**src/rtl/loop_index_ctrl_pkg.sv**
```systemverilog
// Shared HLS controller definitions.
// Holds the state encoding and the default index width.
package loop_index_ctrl_pkg;

    localparam int DEF_DATAWIDTH = 64;

    typedef enum logic [2:0] {
        ST_IDLE  = 3'd0,
        ST_CHECK = 3'd1,
        ST_BODY  = 3'd2,
        ST_WAIT  = 3'd3,
        ST_FIN   = 3'd4
    } state_t;

endpackage

```
**src/rtl/loop_index_ctrl_fsm.sv**
```systemverilog
// Loop sequencer next-state logic and Moore output decode.
// Also flags the load and step strobes used by the datapath.
module loop_fsm
    import loop_index_ctrl_pkg::*;
(
    input  state_t i_state,
    input  logic   i_start,
    input  logic   i_lt,
    input  logic   i_body_done,
    output state_t o_next_state,
    output logic   o_load,
    output logic   o_step,
    output logic   o_body_start,
    output logic   o_done,
    output logic   o_busy
);

    always_comb begin
        o_next_state = i_state;
        o_load       = 1'b0;
        o_step       = 1'b0;
        o_body_start = 1'b0;
        o_done       = 1'b0;
        o_busy       = 1'b1;
        unique case (i_state)
            ST_IDLE: begin
                o_busy = 1'b0;
                if (i_start) begin
                    o_load       = 1'b1;
                    o_next_state = ST_CHECK;
                end
            end
            ST_CHECK: begin
                o_next_state = i_lt ? ST_BODY : ST_FIN;
            end
            ST_BODY: begin
                o_body_start = 1'b1;
                o_next_state = ST_WAIT;
            end
            ST_WAIT: begin
                if (i_body_done) begin
                    o_step       = 1'b1;
                    o_next_state = ST_CHECK;
                end
            end
            ST_FIN: begin
                o_done       = 1'b1;
                o_next_state = ST_IDLE;
            end
            default: begin
                o_busy       = 1'b0;
                o_next_state = ST_IDLE;
            end
        endcase
    end

endmodule

```
**src/rtl/loop_index_ctrl.sv**
```systemverilog
// Loop index controller: index/bound/count registers and comparator.
// The index incrementer sits outside and returns NextIdx.
module loop_index_ctrl
    import loop_index_ctrl_pkg::*;
#(
    parameter int DATAWIDTH = DEF_DATAWIDTH
) (
    input  logic                 Clk,
    input  logic                 Rst,
    input  logic                 Start,
    input  logic [DATAWIDTH-1:0] Lo,
    input  logic [DATAWIDTH-1:0] Hi,
    input  logic [DATAWIDTH-1:0] NextIdx,
    input  logic                 BodyDone,
    output logic [DATAWIDTH-1:0] Idx,
    output logic                 BodyStart,
    output logic                 Busy,
    output logic                 Done,
    output logic [DATAWIDTH-1:0] Iters
);

    localparam logic [DATAWIDTH-1:0] ONE = DATAWIDTH'(1);

    state_t               r_state;
    state_t               w_next_state;
    logic [DATAWIDTH-1:0] r_idx;
    logic [DATAWIDTH-1:0] r_bound;
    logic [DATAWIDTH-1:0] r_iters;
    logic                 w_lt;
    logic                 w_load;
    logic                 w_step;

    assign w_lt = (r_idx < r_bound);

    loop_fsm u_fsm (
        .i_state      (r_state),
        .i_start      (Start),
        .i_lt         (w_lt),
        .i_body_done  (BodyDone),
        .o_next_state (w_next_state),
        .o_load       (w_load),
        .o_step       (w_step),
        .o_body_start (BodyStart),
        .o_done       (Done),
        .o_busy       (Busy)
    );

    // Idx only moves on load or an accepted BodyDone, so it is
    // stable across the whole BODY/WAIT window.
    always_ff @(posedge Clk or posedge Rst) begin
        if (Rst) begin
            r_state <= ST_IDLE;
            r_idx   <= '0;
            r_bound <= '0;
            r_iters <= '0;
        end else begin
            r_state <= w_next_state;
            if (w_load) begin
                r_idx   <= Lo;
                r_bound <= Hi;
                r_iters <= '0;
            end else if (w_step) begin
                r_idx   <= NextIdx;
                r_iters <= r_iters + ONE;
            end
        end
    end

    assign Idx   = r_idx;
    assign Iters = r_iters;

endmodule
```
**config.mk**
```make
export PLATFORM = sky130hd
export DESIGN_NAME = loop_index_ctrl
export DESIGN_NICKNAME = d
export VERILOG_FILES = /design/src/rtl/loop_index_ctrl_pkg.sv /design/src/rtl/loop_index_ctrl_fsm.sv /design/src/rtl/loop_index_ctrl.sv
export SDC_FILE = /design/constraint.sdc
export NUM_CORES = 1
export LEC_CHECK = 0
export BUFFER_PORTS_ARGS = -buffer_cell sky130_fd_sc_hd__buf_2
export CAP_MARGIN = 15
export CORE_MARGIN = 5
export CORE_UTILIZATION = 30
export DETAILED_ROUTE_END_ITERATION = 7
export GPL_ROUTABILITY_DRIVEN = 0
export GPL_TIMING_DRIVEN = 0
export PLACE_DENSITY_LB_ADDON = 0.3
export SLEW_MARGIN = 20
export SYNTH_ARGS = -nofsm -noshare
export SYNTH_HDL_FRONTEND = slang
export SYNTH_HIERARCHICAL = 1
export SYNTH_SLANG_ARGS = --single-unit
```
**constraint.sdc**
```tcl
create_clock -name Clk -period 5.8 [get_ports Clk]
set_input_delay 0.29 -clock Clk [delete_from_list [all_inputs] [get_ports Clk]]
set_output_delay 0.29 -clock Clk [all_outputs]
set_load 0.01 [all_outputs]
```
==> flow_summary.json, run 1 <==
{
  "r2r-end": "Iters[2]",
  "power_leakage_nw": 6.298,
  "synth_fa_ha_area_share_pct": 7.976,
  "synthToLayoutAreaGrowth_pct": 28.44,
  "routed_wl_um": 32910,
  "cts_tree": "yes",
  "power.internal_w": 0.003406,
  "mostFrequentLayoutCell": "buf_2",
  "yosysTopAreaCellShare_pct": 48.60,
  "power_switching_share_pct": 39.65,
  "status": "completed",
  "synth_top_family_by_area": "simple AND/OR/NAND/NOR gates",
  "dp_hpwl_um": 25960,
  "combPwrFrac_pct": 40.8,
  "clk_latency_ps": 450,
  "regToRegSetupSlack_ps": 2480,
  "dr.first_iter.drc_count": 322,
  "rsz0062_at_grt": "false",
  "cp.required_ps": 6110,
  "power_density_nw_per_um2": 437.7,
  "vias": 8784,
  "clock_sinks": 195,
  "synth_edf_count": 0,
  "ir_drop_mv": 0.2210,
  "dr.pass1.iters": 5,
  "numPortBuffers": 326,
  "avgSynthCellArea_um2": 9.534,
  "slew_viol_final": 0,
  "post_cts_buffers": 0,
  "dieArea_um2": 37220,
  "initial_utilization_pct": 30.17,
  "worst_clock_skew_ps": 12.75,
  "syn_inst": 1053,
  "post-place-ws_ps": 2305,
  "worst_slew_pin_slew_ps": 932.1,
  "ys_warn_count": 6,
  "min_path_cells": 3,
  "drv_cap": 0,
  "mostFrequentLayoutCells": "330 x buf_2, 195 x dfrtp_1, 170 x nand2_1",
  "syn-num-nets": 1313,
  "min_path_type": "in -> reg",
  "ys_ff_latch": 195,
  "synth_xor_area_share_pct": 5.409,
  "setup_slack_ps": 2484,
  "wl_per_cell_um": 17.67,
  "cts_inserted_buffers": 17,
  "timing.hold.ws_ps": 42.46,
  "grt_max_degree": 93,
  "synthFlopType": "dfrtp_1",
  "clkPwrFrac_pct": 21.4,
  "die_height_um": 192.9,
  "h-tree-depth": 4,
  "yosysUniqueCellTypes": 46,
  "syn-cell-area_um2": 10040,
  "io_pins": 327,
  "antenna_found_initial": 6,
  "die_x_um": 192.9,
  "crit_path_max_fanout": 10,
  "drtAntennaViolNets": 0,
  "grt_pass1_vias": 8953,
  "synth_area_leaders": "dfrtp_1 49%, ha_1 8.0%, o21ai_0 6.7%, mux2i_1 6.5%, nand2_1 6.4%",
  "design.core.area_um2": 33280,
  "synth_top_area_cell": "dfrtp_1",
  "cts_resized": 0,
  "min_delay_worst_endpoint": "r_bound[3]",
  "reg2reg_depth": 7,
  "seqPwrFrac_pct": 37.8,
  "synth_compound_area_share_pct": 9.659,
  "timing.rr.start": "r_state[0]",
  "setup_viol": 0,
  "synth_seq_area_share_pct": 48.60,
  "finalHoldViolCount": 0,
  "power.switching_w": 0.002238,
  "crit_type": "reg -> reg",
  "clock.fmax_mhz": 301.6,
  "finalPower_w": 0.005644,
  "cts_buffer_depth": 2,
  "worst_ep_arrival_time_ps": 3630,
  "clock-root-buffer": "clkbuf_16",
  "grt_util_all_layers_pct": 17.61,
  "worstHoldStart": "Hi[3]",
  "drive_above_1_share_pct": 26.33,
  "slew_headroom_pct": 37.86,
  "worstSetupEndpointType": "register",
  "grt.overflow.total": 0,
  "drc": 0,
  "period_minus_slack_ps": 3316,
  "fin_nets": 1661,
  "synth-simple-area-share_pct": 17.34,
  "start_kind": "register",
  "synth_mux_area_share_pct": 6.593,
  "rows": 67,
  "grt_pass1_wl_um": 50110,
  "clkTransAtPathRegs_ps": 80,
  "synthArstFlopShare_pct": 100.0,
  "period_share_pct": 57.16,
  "viasPerCell": 4.715
}
-- synth_stat cells, types with 6 or more instances --
master	count
mux2i_1	65
nor2_1	83
nor4_1	6
ha_1	64
clkbuf_1	35
and4_1	14
xnor2_1	12
o21ai_0	135
and3_1	11
xor2_1	50
nand4_1	29
a21oi_1	23
nand2_1	170
buf_1	6
dfrtp_1	195
nand3_1	26
nor3_1	7
and2_1	7
inv_1	69
-- state kept, by name, summed over array words and instances, names as in the netlist --
| register | count |
|---|---|
| r_bound | 64 |
| Iters | 64 |
| r_state | 3 |
| Idx | 64 |
-- power groups by stage --
stage	Combinational, W	Clock [W]	Sequential, W
floorplan	0.00138	0	0.00217
global placement	0.00228	0	0.00216
detailed placement	0.00234	0	0.00216
CTS	0.00235	0.00124	0.00214
global route	0.00267	0.00130	0.00219
finish	0.00230	0.00121	0.00213
-- routing by layer --
layer  GRT usage (%)  share of wire, %
met1           23.06                44
met2           29.06                48
met4           5.692               2.1
met3           3.997               5.9
met5               0              0.18
-- layout make-up --
| type | count | area [um2] |
|---|---|---|
| clock inverters | 11 | 127.6 |
| fillers | 3411 | 20390 |
| multi-input cells | 743 | 4717 |
| clock buffers | 20 | 456.7 |
| repair buffers | 329 | 1697 |
| well taps | 448 | 560.5 |
| inverters | 69 | 266.5 |
| plain buffers | 46 | 185.2 |
| diodes | 2 | 5.005 |
| flip-flops and latches | 195 | 4880 |
-- how the worst max path moves through the flow --
stage | start | to | slack, ps | cells past startpoint
6_report | r_state[0] | Iters[2] | 2480 | 7
5_1_grt | r_state[0] | Iters[6] | 2150 | 7
4_1_cts | r_state[0] | Iters[2] | 2290 | 7
3_5_place_dp | r_state[0] | Iters[3] | 2310 | 7
3_3_place_gp | Rst | Idx[37] | -2410 | 2
2_1_floorplan | Rst | Idx[0] | 200 | 1
-- repair_timing --
item	in CTS	in global routing
endpoints found under the setup margin	0	0
hold buffers	1	0
endpoints found under the hold margin	42	0
-- cell families after synthesis --
logic type,Yosys count
AND/OR/NAND/NOR,372
flip-flops,195
AO/OA/AOI/OAI,179
multiplexers,66
adder cells (fa/ha/maj),64
buffers and inverters,115
XOR/XNOR,62
-- stage by stage --
| step | std cells | util [%] | setup TNS, ps | instance area, um2 |
|---|---|---|---|---|
| global route | 1862 | 38.74 | 0 | 12890 |
| floorplan | 1053 | - | 0 | 10040 |
| CTS | 1861 | 38.73 | 0 | 12890 |
| global placement | 1827 | 36.75 | -466680 | 12230 |
| detailed placement | 1829 | 36.95 | 0 | 12300 |
| finish | 1863 | 38.75 | 0 | 12890 |
-- critical path, stage by stage (launching register included) --
cell and delay, ps:
dfrtp_1 430, nand2b_1 180, nor3_1 380, clkbuf_1 570
clkbuf_1 550, clkbuf_1 470, clkbuf_1 470, nor2_1 110
Power figures use the tool's default switching activity.
==> inputs of run 2 (changes only) <==
Clock period 5.8 ns to 2.8 ns, I/O delays scaled along.
==> run 2 against run 1 <==
  * Sequential power increased by 110%
  * Total power increased by 110%
  * Clock power increased by 100%
  * Combinational power increased by 120%
  * Fmax increased by 28%
  * Worst hold slack got worse by 19 ps
  * Global-route usage increased by 1.7 points
  * Sequential share of layout area decreased by 5.0 points
  * Largest power group unchanged
==> flow_summary.json, run 2 (synthesis gave the netlist of run 1 again) <==
{
  "setup_slack_ps": 214.3,
  "stdcell_area_um2": 14860,
  "status": "completed",
  "setup_viol": 0,
  "grt_max_degree": 34,
  "cts_buffer_depth": 2,
  "grt.overflow.total": 0,
  "min_path_type": "in -> reg",
  "dpl-instance-area_um2": 12360,
  "multi_input_area_um2": 4755,
  "drive_above_1_share_pct": 25.37,
  "drtAntennaViolNets": 0,
  "die_x_um": 192.9,
  "clock-root-buffer": "clkbuf_16",
  "clock_sinks": 195,
  "dp_hpwl_um": 26140,
  "rows": 67,
  "final-seq-area_um2": 4880,
  "clkTransAtPathRegs_ps": 80,
  "grt_util_all_layers_pct": 19.29,
  "numPortBuffers": 326,
  "viasPerCell": 4.732,
  "drc": 0,
  "die_height_um": 192.9,
  "antenna_found_initial": 3,
  "worst_ep_arrival_time_ps": 2910,
  "clock.fmax_mhz": 386.7,
  "initial_utilization_pct": 30.17,
  "fin_nets": 1851,
  "power_leakage_nw": 7.185,
  "ir_drop_mv": 0.6264,
  "timing.hold.ws_ps": 23.42,
  "synthToLayoutAreaGrowth_pct": 48.02,
  "cts_tree": "yes",
  "wl_per_cell_um": 17.36,
  "mostFrequentLayoutCell": "buf_2",
  "worst_slew_pin_slew_ps": 913.6,
  "dr.pass1.iters": 6,
  "post-place-ws_ps": -684.1,
  "crit_type": "reg -> reg",
  "start_kind": "register",
  "mostFrequentLayoutCells": "332 x buf_2, 195 x dfrtp_1, 183 x dlygate4sd3_1",
  "cp.required_ps": 3120,
  "finalHoldViolCount": 0,
  "clk_latency_ps": 450,
  "rsz0062_at_grt": "false",
  "vias": 9720,
  "power_density_nw_per_um2": 801.9,
  "h-tree-depth": 4,
  "slew_viol_final": 0,
  "finalPower_w": 0.01192,
  "routed_wl_um": 35660,
  "utilization_pct": 44.65,
  "drv_cap": 0,
  "n_fill_cell": 3199,
  "crit_path_max_fanout": 8,
  "io_pins": 327,
  "grt_pass1_vias": 10300,
  "grt_pass1_wl_um": 55750,
  "design.core.area_um2": 33280,
  "cts_inserted_buffers": 17,
  "period_minus_slack_ps": 2586,
  "period_share_pct": 92.34,
  "slew_headroom_pct": 38.53,
  "dieArea_um2": 37220,
  "dr.first_iter.drc_count": 350,
  "worst_clock_skew_ps": 14.90,
  "worstSetupEndpointType": "register"
}
[run 2: changes by cell type in the layout (fill, tap and decap cells not counted), sizes merged]
cell and change:
dlygate4sd3 +182, buf +7, bufinv -2, inv +2, clkbuf -1, clkdlybuf4s15 +1
clkinv +1, clkinvlp +1
[run 2: repair_timing]
action | CTS | global route
pin swaps | 1 | 0
endpoints found under the setup margin | 194 | 103
gates resized for setup | 12 | 26
endpoints found under the hold margin | 144 | 0
buffers inserted | 4 | 0
hold buffers | 183 | 0
[run 2: stage by stage]
stage / TNS [ps] / std cells
global placement: -286560 / 1827
detailed placement: -70130 / 1833
finish: 0 / 2054
global route: 0 / 2054
CTS: 0 / 2052
floorplan: 0 / 1053
[run 2: power breakdown]
part           internal [W]  switching [W]  leakage, nW
sequential          0.00376       0.000658         2.50
clock               0.00121        0.00122        0.271
combinational       0.00213        0.00294         4.41
[run 2: final timing paths]
path / start / to / slack, ps / cells after the start
max: r_state[2] / Iters[57] / 210 / 10
min: NextIdx[22] / Idx[22] / 20 / 3
max reg2reg: r_state[2] / Iters[57] / 210 / 10
min reg2reg: r_bound[0] / r_bound[0] / 520 / 1
max in group asynchronous: Rst / r_bound[28] / 1550 / 6
min in group asynchronous: Rst / Idx[6] / 240 / 3
[run 2: routing by layer]
metal	vias up	GRT usage [%]	share of wire [%]
met4	2	6.727	2.8
met3	59	4.285	6.7
li1	4676	-	-
met1	4608	24.06	42
met2	375	33.07	49
met5	-	0	0.031
[run 2: final cells by class]
cell class,count,area share [%]
Clock buffer,19,3.048
Sequential cell,195,32.84
Clock inverter,13,0.7746
Tap cell,448,3.772
Inverter,69,1.768
Buffer,46,1.457
Multi-Input combinational cell,743,31.99
Antenna cell,2,0.03368
Timing Repair Buffer,519,24.32
[run 2: worst max-delay path: stages (launching register included)]
cell,delay (ps)
dfrtp_1,380
buf_6,140
nand2b_1,150
nor2_1,100
buf_2,260
and3_1,250
nand3_1,310
nor4_4,480
nand4_1,160
xor2_1,180
nor2_1,60
